--- src/rtl/uart_rx.sv ---
// uart_rx: oversampling UART receiver; start, DataBits data (MSB first), optional even parity, StopBits stop bits.
// Latency: data_out_valid rises 1 clk after the mid-point of the last stop bit (+2 clk synchroniser delay).
// Backpressure: none; the consumer must capture data_out on the one-cycle data_out_valid strobe.
// Optional build macro UART_RX_MAJORITY_EN: 2-of-3 majority sampling around mid-bit, committed one clock later.

module uart_rx #(
  parameter int ClockDivider = 8,
  parameter int DataBits     = 8,
  parameter int StopBits     = 1,
  parameter int ParityBits   = 0
) (
  input  logic                clk,
  input  logic                rst,
  input  logic                in_bit,
  output logic [DataBits-1:0] data_out,
  output logic                data_out_valid,
  output logic                parity_error,
  output logic                frame_error,
  output logic                busy
);

  localparam int CW = $clog2(ClockDivider);
  localparam int BW = $clog2(DataBits + 1);

`ifdef UART_RX_MAJORITY_EN
  // Majority voting commits each bit at mid+1, so every decision moves one clock later.
  localparam int Lag = 1;
`else
  localparam int Lag = 0;
`endif

  // Start bit is judged half a bit after the falling edge; every later bit one full period after that.
  localparam logic [CW-1:0] StartPt = CW'(ClockDivider / 2 - 1 + Lag);
  localparam logic [CW-1:0] BitPt   = CW'(ClockDivider - 1);
  localparam logic [BW-1:0] LastData = BW'(DataBits - 1);
  localparam logic [BW-1:0] LastStop = BW'(StopBits - 1);

  // Reject parameter sets the datapath cannot support.
  generate
    if (ClockDivider < 4) begin : g_bad_div
      $error("uart_rx: ClockDivider must be >= 4");
    end
    if (DataBits < 5 || DataBits > 9) begin : g_bad_data
      $error("uart_rx: DataBits must be in [5,9]");
    end
    if (StopBits != 1 && StopBits != 2) begin : g_bad_stop
      $error("uart_rx: StopBits must be 1 or 2");
    end
    if (ParityBits != 0 && ParityBits != 1) begin : g_bad_par
      $error("uart_rx: ParityBits must be 0 or 1");
    end
  endgenerate

  typedef enum logic [2:0] {
    IDLE,
    START,
    DATA,
    PARITY,
    STOP,
    BREAK
  } state_t;

  state_t              state;
  state_t              state_nxt;

  logic                rx_meta;
  logic                rx;
  logic [CW-1:0]       cnt;
  logic [BW-1:0]       bit_cnt;
  logic [DataBits-1:0] shift_reg;
  logic                par_err;
  logic                frame_flag;

  logic [CW-1:0]       commit_pt;
  logic                tick;
  logic                bit_val;
  logic                last_data;
  logic                last_stop;
  logic                shift_en;
  logic                par_en;
  logic                stop_en;
  logic                frame_done;

  // Two-flop synchroniser; resets to the idle-high line level so reset never looks like a start bit.
  always_ff @(posedge clk or posedge rst) begin
    if (rst) begin
      rx_meta <= 1'b1;
      rx      <= 1'b1;
    end else begin
      rx_meta <= in_bit;
      rx      <= rx_meta;
    end
  end

  // Decision point within the current bit and the bit-count boundaries.
  always_comb begin
    commit_pt = (state == START) ? StartPt : BitPt;
    tick      = (cnt == commit_pt);
    last_data = (bit_cnt == LastData);
    last_stop = (bit_cnt == LastStop);
  end

`ifdef UART_RX_MAJORITY_EN
  logic maj_a;
  logic maj_b;

  // Capture the two samples preceding the commit point (mid-1 and mid).
  always_ff @(posedge clk or posedge rst) begin
    if (rst) begin
      maj_a <= 1'b1;
      maj_b <= 1'b1;
    end else begin
      if (cnt == commit_pt - CW'(2)) maj_a <= rx;
      if (cnt == commit_pt - CW'(1)) maj_b <= rx;
    end
  end

  // 2-of-3 vote using the live sample at mid+1 as the third vote.
  always_comb begin
    bit_val = (maj_a & maj_b) | (maj_a & rx) | (maj_b & rx);
  end
`else
  // Single sample at mid-bit.
  always_comb begin
    bit_val = rx;
  end
`endif

  // FSM state register.
  always_ff @(posedge clk or posedge rst) begin
    if (rst) state <= IDLE;
    else     state <= state_nxt;
  end

  // FSM next-state logic.
  always_comb begin
    state_nxt = state;
    unique case (state)
      IDLE:    if (!rx) state_nxt = START;
      START:   if (tick) state_nxt = bit_val ? IDLE : DATA;
      DATA:    if (tick && last_data) state_nxt = (ParityBits == 1) ? PARITY : STOP;
      PARITY:  if (tick) state_nxt = STOP;
      STOP:    if (tick && last_stop) state_nxt = (frame_flag || !bit_val) ? BREAK : IDLE;
      BREAK:   if (rx) state_nxt = IDLE;
      default: state_nxt = IDLE;
    endcase
  end

  // FSM outputs: busy flag and per-state sample enables.
  always_comb begin
    busy       = (state != IDLE);
    shift_en   = (state == DATA)   && tick;
    par_en     = (state == PARITY) && tick;
    stop_en    = (state == STOP)   && tick;
    frame_done = stop_en && last_stop;
  end

  // Clock-divider counter: held at 0 while waiting, wraps explicitly at each decision point.
  always_ff @(posedge clk or posedge rst) begin
    if (rst) begin
      cnt <= '0;
    end else if (state == IDLE || state == BREAK || tick) begin
      cnt <= '0;
    end else begin
      cnt <= cnt + CW'(1);
    end
  end

  // Bit counter: counts data samples, then is reused to count stop samples.
  always_ff @(posedge clk or posedge rst) begin
    if (rst) begin
      bit_cnt <= '0;
    end else if (state == IDLE) begin
      bit_cnt <= '0;
    end else if (shift_en) begin
      bit_cnt <= last_data ? '0 : bit_cnt + BW'(1);
    end else if (stop_en) begin
      bit_cnt <= last_stop ? '0 : bit_cnt + BW'(1);
    end
  end

  // Deserialiser: MSB arrives first, so shift towards the MSB.
  always_ff @(posedge clk or posedge rst) begin
    if (rst) begin
      shift_reg <= '0;
    end else if (shift_en) begin
      shift_reg <= {shift_reg[DataBits-2:0], bit_val};
    end
  end

  // Sticky per-frame error state, cleared while idle.
  always_ff @(posedge clk or posedge rst) begin
    if (rst) begin
      par_err    <= 1'b0;
      frame_flag <= 1'b0;
    end else if (state == IDLE) begin
      par_err    <= 1'b0;
      frame_flag <= 1'b0;
    end else begin
      if (par_en)              par_err    <= bit_val ^ (^shift_reg);
      if (stop_en && !bit_val) frame_flag <= 1'b1;
    end
  end

  // Result strobe: word and status presented together for exactly one cycle.
  always_ff @(posedge clk or posedge rst) begin
    if (rst) begin
      data_out       <= '0;
      data_out_valid <= 1'b0;
      parity_error   <= 1'b0;
      frame_error    <= 1'b0;
    end else begin
      data_out_valid <= frame_done;
      parity_error   <= frame_done & par_err;
      frame_error    <= frame_done & (frame_flag | ~bit_val);
      if (frame_done) data_out <= shift_reg;
    end
  end

endmodule

--- config.mk ---
export PLATFORM = sky130hd
export DESIGN_NAME = uart_rx
export DESIGN_NICKNAME = d
export VERILOG_FILES = /design/src/rtl/uart_rx.sv
export SDC_FILE = /design/constraint.sdc
export NUM_CORES = 1
export LEC_CHECK = 0
export ABC_CLOCK_PERIOD_IN_PS = 2500
export CAP_MARGIN = 10
export CORE_ASPECT_RATIO = 0.8
export CORE_UTILIZATION = 55
export CTS_CLUSTER_SIZE = 25
export DETAILED_ROUTE_END_ITERATION = 16
export PLACE_DENSITY = 0.74
export REMOVE_ABC_BUFFERS = 1
export SETUP_SLACK_MARGIN = 0.02
export SLEW_MARGIN = 15
export SYNTH_ARGS = -nofsm -noshare
export SYNTH_HDL_FRONTEND = slang
export SYNTH_SLANG_ARGS = --single-unit
--- constraint.sdc ---
create_clock -name clk -period 2.5 [get_ports clk]
set_clock_uncertainty 0.05 [all_clocks]
set_input_delay 0.5 -clock clk [delete_from_list [all_inputs] [get_ports clk]]
set_output_delay 0.5 -clock clk [all_outputs]
set_load 0.02 [all_outputs]
==> results_dict.tcl, run 1 <==
set metrics [dict create \
    outcome "complete, no violations" \
    crit_path_end_kind "output port" \
    htreeDepth 2 \
    p_leak_nw 0.845 \
    cp_max_fo 16 \
    tightest_slew_ns 0.540 \
    synth.most_common_cell "dfrtp_1" \
    clock-sinks 33 \
    gp_congestion 0.818 \
    layout_setup_ws_ns 0.127 \
    antenna_found_initial 0 \
    multi_input_area_um2 699 \
    worstPathRequired_ns 1.95 \
    rsz0062_at_grt "no" \
    yosysTopAreaCell "dfrtp_1" \
    ys.flop_type "dfrtp_1" \
    die-area_um2 3120 \
    setup_violations 0 \
    syn-cell-area_um2 1590 \
    routed_via_density 5.29 \
    ys_ff_latch 33 \
    seq_area_frac_synth_pct 52.0 \
    std_cell_rows 17 \
    numCtsBuffers 5 \
    min_period_ns 2.37 \
    cts_setup_buffers 0 \
    synthCells 141 \
    cts_buffer_depth 2 \
    drive_gt1_share_pct 20.0 \
    synth-async-reset-ratio_pct 100 \
    io_buffers 14 \
    clk_pin_slew_ns 0.10 \
    synth_edf_count 0 \
    track_usage_pct 19.1 \
    final_antenna_net_count 0 \
    synth_commonest_cells "dfrtp_1, mux2_2, nand2_1" \
    hold_path_class "flip-flop to flip-flop" \
    clock-root-buffer "clkbuf_4" \
    power_density_nw_per_um2 755 \
    path_class "flip-flop to output port" \
    grt_max_degree 34 \
    start_kind "flip-flop" \
    synth.avg_cell_area_um2 11.3 \
    overflow 0 \
    synth.area.top_cells "dfrtp_1, mux2_2, xnor2_1" \
    pre_cts_ws_ns 0.482 \
    start_util_pct 58.0 \
    seq_area_um2 828 \
    ctsResizeCount 0 \
    setup_tns_ns 0 \
    hold_violations 0 \
    clk_latency_ns 0.32 \
    peakVddDrop_v 0.000469 \
    grt_pass1_wl_mm 4.49 \
    synth.top_cell.area_share_pct 48.7 \
    cts_tree "built" \
    pin_count 15 \
    crit_arrival_ns 1.82 \
    syn_to_final_growth_pct 14.2 \
    core_area_um2 2740 \
    die_h_um 50.1 \
    routed_wl_mm 2.64 \
    grt_pass1_vias 1032 \
    drc 0 \
    slew_headroom_pct 64.0 \
    max_freq_ghz 0.421 \
    nFillCells 200 \
    hpwl_mm 1.87 \
    wl_per_cell_um 13.3 \
    drt-pass1-iter-count 4 \
    report.final.slew_viol_count 0 \
    ys.warnings.count 0 \
    fin_crit_sh_pct 94.9 \
    nets 165 \
    drtIter0Drc 56 \
    die_w_um 62.2 \
    cts_hold_buf 0 \
    synth_cell_types 38 \
    vias 1047 \
    cap_viol_max_count 0 \
    n_antenna_cell 0 \
]
cell type report:
| class | instances | area share [%] |
|---|---|---|
| Clock buffer | 6 | 2.27 |
| Clock inverter | 2 | 0.550 |
| Inverter | 8 | 1.65 |
| Multi-Input combinational cell | 94 | 38.4 |
| Sequential cell | 33 | 45.5 |
| Tap cell | 38 | 2.61 |
| Timing Repair Buffer | 17 | 8.94 |
layer usage:
layer / GRT usage [%] / share of wire, % / vias to the layer above
met5: 0 / 0 / -
met1: 23.4 / 49 / 507
met2: 31.9 / 47 / 16
met3: 5.68 / 3.2 / 4
met4: 8.14 / 1.2 / 0
li1: - / - / 520
through the flow:
stage | area [µm²] | power (W) | hold slack, ns | utilization [%] | instances
6_report | 1820 | 0.00137 | 0.312 | 66.3 | 198
5_1_grt | 1820 | 0.00147 | 0.315 | 66.3 | 198
4_1_cts | 1820 | 0.00139 | 0.314 | 66.3 | 198
3_5_place_dp | 1770 | 0.00111 | 0.301 | 64.4 | 190
3_3_place_gp | 1770 | 0.00109 | 0.298 | 64.4 | 190
2_1_floorplan | 1560 | 0.000979 | 0.295 | - | 135
worst max-delay path: stages, from the launching register on:
cell,delay (ns)
dfrtp_1,0.70
nor3_1,0.13
inv_1,0.08
clkdlybuf4s50_1,0.60
placed cells by master, fill, tap and decap left out, drive strengths merged, types with 2 or more instances in the layout:
cell	netlist	final
clkdlybuf4s50	0	14
nand2b	2	2
mux2	16	16
nand2	10	10
nor3	5	5
inv	8	8
o21ai	6	6
dfstp	2	2
nor2	8	8
ha	3	3
a21oi	6	6
a211o	2	2
xnor2	8	8
or3	2	2
clkbuf	3	6
dfrtp	31	31
buf	3	3
o21a	2	2
and2	2	2
clkinv	0	2
o22a	2	2
nor2b	4	4
nand4	3	3
xor2	2	2
kinds of logic after synthesis:
group / after synthesis / synth area share (%)
AO/OA/AOI/OAI: 23 / 9.66
multiplexers: 17 / 11.9
buffers and inverters: 14 / 4.08
AND/OR/NAND/NOR: 41 / 14.5
XOR/XNOR: 10 / 5.50
flip-flops: 33 / 52.0
adder cells (fa/ha/maj): 3 / 2.36
final timing paths:
path	slack, ns	startpoint	end	cells past startpoint
min in group asynchronous	0.51	rst	data_out[6]	3
max reg2reg	0.53	cnt[0]	state[2]	6
min reg2reg	0.31	rx_meta	bit_val	0
max in group asynchronous	1.54	rst	rx_meta	3
max	0.13	state[2]	busy	3
min	0.31	rx_meta	bit_val	0
power breakdown:
part	internal (W)	leakage (nW)	total, W	switching (W)
logic	0.000202	0.365	0.000395	0.000193
clock network	0.000107	0.0320	0.000273	0.000166
registers	0.000581	0.448	0.000705	0.000124
total	0.000890	0.845	0.00137	0.000483
Note: power is estimated with default switching activity, not from simulation.
==> inputs of run 2 (changes only) <==
CAP_MARGIN = 40   (was 10)
CORE_UTILIZATION = 30   (was 55)
PLACE_DENSITY = 0.44   (was 0.74)
==> run 2 against run 1 <==
First-iteration DRC count increased by 120%; critical path depth increased by 1; largest power group unchanged; global-route usage decreased by 6.7 points; clock power increased by 40%; register-to-register slack got worse by 0.07 ns.
==> results_dict.tcl, run 2 (synthesis results as in run 1) <==
set metrics [dict create \
    hold_path_class "flip-flop to flip-flop" \
    rsz0062_at_grt "no" \
    start_util_pct 31.4 \
    tightest_slew_ns 0.513 \
    die-area_um2 5610 \
    die_w_um 83.5 \
    slew_headroom_pct 65.7 \
    pin_count 15 \
    hold_depth 0 \
    cp-startpoint "state[0]" \
    overflow 0 \
    final_cell_mix "dfrtp_1, mux2_2, clkdlybuf4s50_1" \
    antenna_found_initial 0 \
    syn_to_final_growth_pct 19.5 \
    grt_pass1_wl_mm 5.13 \
    vias 1073 \
    cts_tree "built" \
    wl_per_cell_um 13.3 \
    min_period_ns 2.14 \
    track_usage_pct 12.4 \
    final_common_cell "dfrtp_1" \
    power_density_nw_per_um2 804 \
    max_freq_ghz 0.467 \
    htreeDepth 2 \
    cts_hold_buf 0 \
    die_h_um 67.2 \
    clock-root-buffer "clkbuf_8" \
    drive_gt1_share_pct 21.5 \
    r2r_start "cnt[0]" \
    cts_buffer_depth 2 \
    worstHoldStart "rx_meta" \
    fin_crit_sh_pct 85.6 \
    crit_arrival_ns 1.59 \
    grt_max_degree 34 \
    cts_setup_buffers 0 \
    setup_violations 0 \
    final_cells 225 \
    place_inst 217 \
    drc 0 \
    hold_violations 0 \
    cp_max_fo 6 \
    clk_pin_slew_ns 0.07 \
    drt-pass1-iter-count 4 \
    clock-sinks 33 \
    clk_latency_ns 0.28 \
    outcome "complete, no violations" \
    routed_wl_mm 2.99 \
    report.final.slew_viol_count 0 \
    path_class "flip-flop to output port" \
    hpwl_mm 2.06 \
    crit_path_end_kind "output port" \
    core_area_um2 5060 \
    start_kind "flip-flop" \
    grt_pass1_vias 1020 \
    cap_viol_max_count 0 \
    routed_via_density 4.77 \
    nets 168 \
    p_leak_nw 0.873 \
    r2r_cells 5 \
    std_cell_rows 23 \
    ctsResizeCount 0 \
    drtIter0Drc 121 \
    n_antenna_cell 0 \
    ff2ff_setup_slack_ns 0.46 \
    io_buffers 14 \
    numCtsBuffers 5 \
    setup_tns_ns 0 \
    r2r-end "data_out[2]" \
    worstPathRequired_ns 1.95 \
    final_antenna_net_count 0 \
    holdWs_ns 0.310 \
    peakVddDrop_v 0.000601 \
    cp-endpoint "busy" \
    gp_congestion 0.752 \
]
run 2: cell count changes in the layout (fill, tap and decap cells not counted), sizes merged:
cell	before	now
buf	3	6
run 2: area by class of cell:
cell class,count,area [µm²]
Fill cell,495,3160
Sequential cell,33,828
Multi-Input combinational cell,94,699
Timing Repair Buffer,20,185
Tap cell,62,77.6
Clock buffer,6,72.6
Inverter,8,30.0
Clock inverter,2,10.0
run 2: report_power, final:
group          internal (W)  total [W]  switching, W
Sequential         0.000584   0.000617     0.0000336
Combinational      0.000233   0.000532      0.000299
Clock              0.000193   0.000381      0.000188
run 2: metrics by stage:
| step | setup WS, ns | total power [W] | utilization (%) | area, µm² |
|---|---|---|---|---|
| after floorplan | 0.498 | 0.000979 | - | 1560 |
| after global placement | 0.561 | 0.00115 | 35.9 | 1820 |
| after detailed placement | 0.426 | 0.00116 | 35.9 | 1820 |
| after CTS | 0.346 | 0.00155 | 37.6 | 1900 |
| after global routing | 0.277 | 0.00165 | 37.6 | 1900 |
| final | 0.361 | 0.00153 | 37.6 | 1900 |
run 2: worst min path at each step:
stage / slack, ns / to
detailed placement: 0.30 / bit_val
global route: 0.31 / bit_val
global placement: 0.30 / bit_val
floorplan: 0.30 / bit_val
finish: 0.31 / bit_val
CTS: 0.31 / bit_val
run 2: critical path, cell delays in order, from the launching register on:
cell	delay, ns
dfrtp_1	0.38
nor3_1	0.18
buf_4	0.18
inv_1	0.04
clkdlybuf4s50_1	0.52
run 2: metal layers:
metal | wire [µm] | share of wire, % | track usage [%] | vias to the layer above
li1 | - | - | - | 525
met1 | 1580 | 53 | 17.4 | 517
met2 | 1220 | 41 | 16.8 | 29
met3 | 163 | 5.5 | 4.65 | 2
met4 | 19 | 0.64 | 5.51 | 0
met5 | 0 | 0 | 0 | -
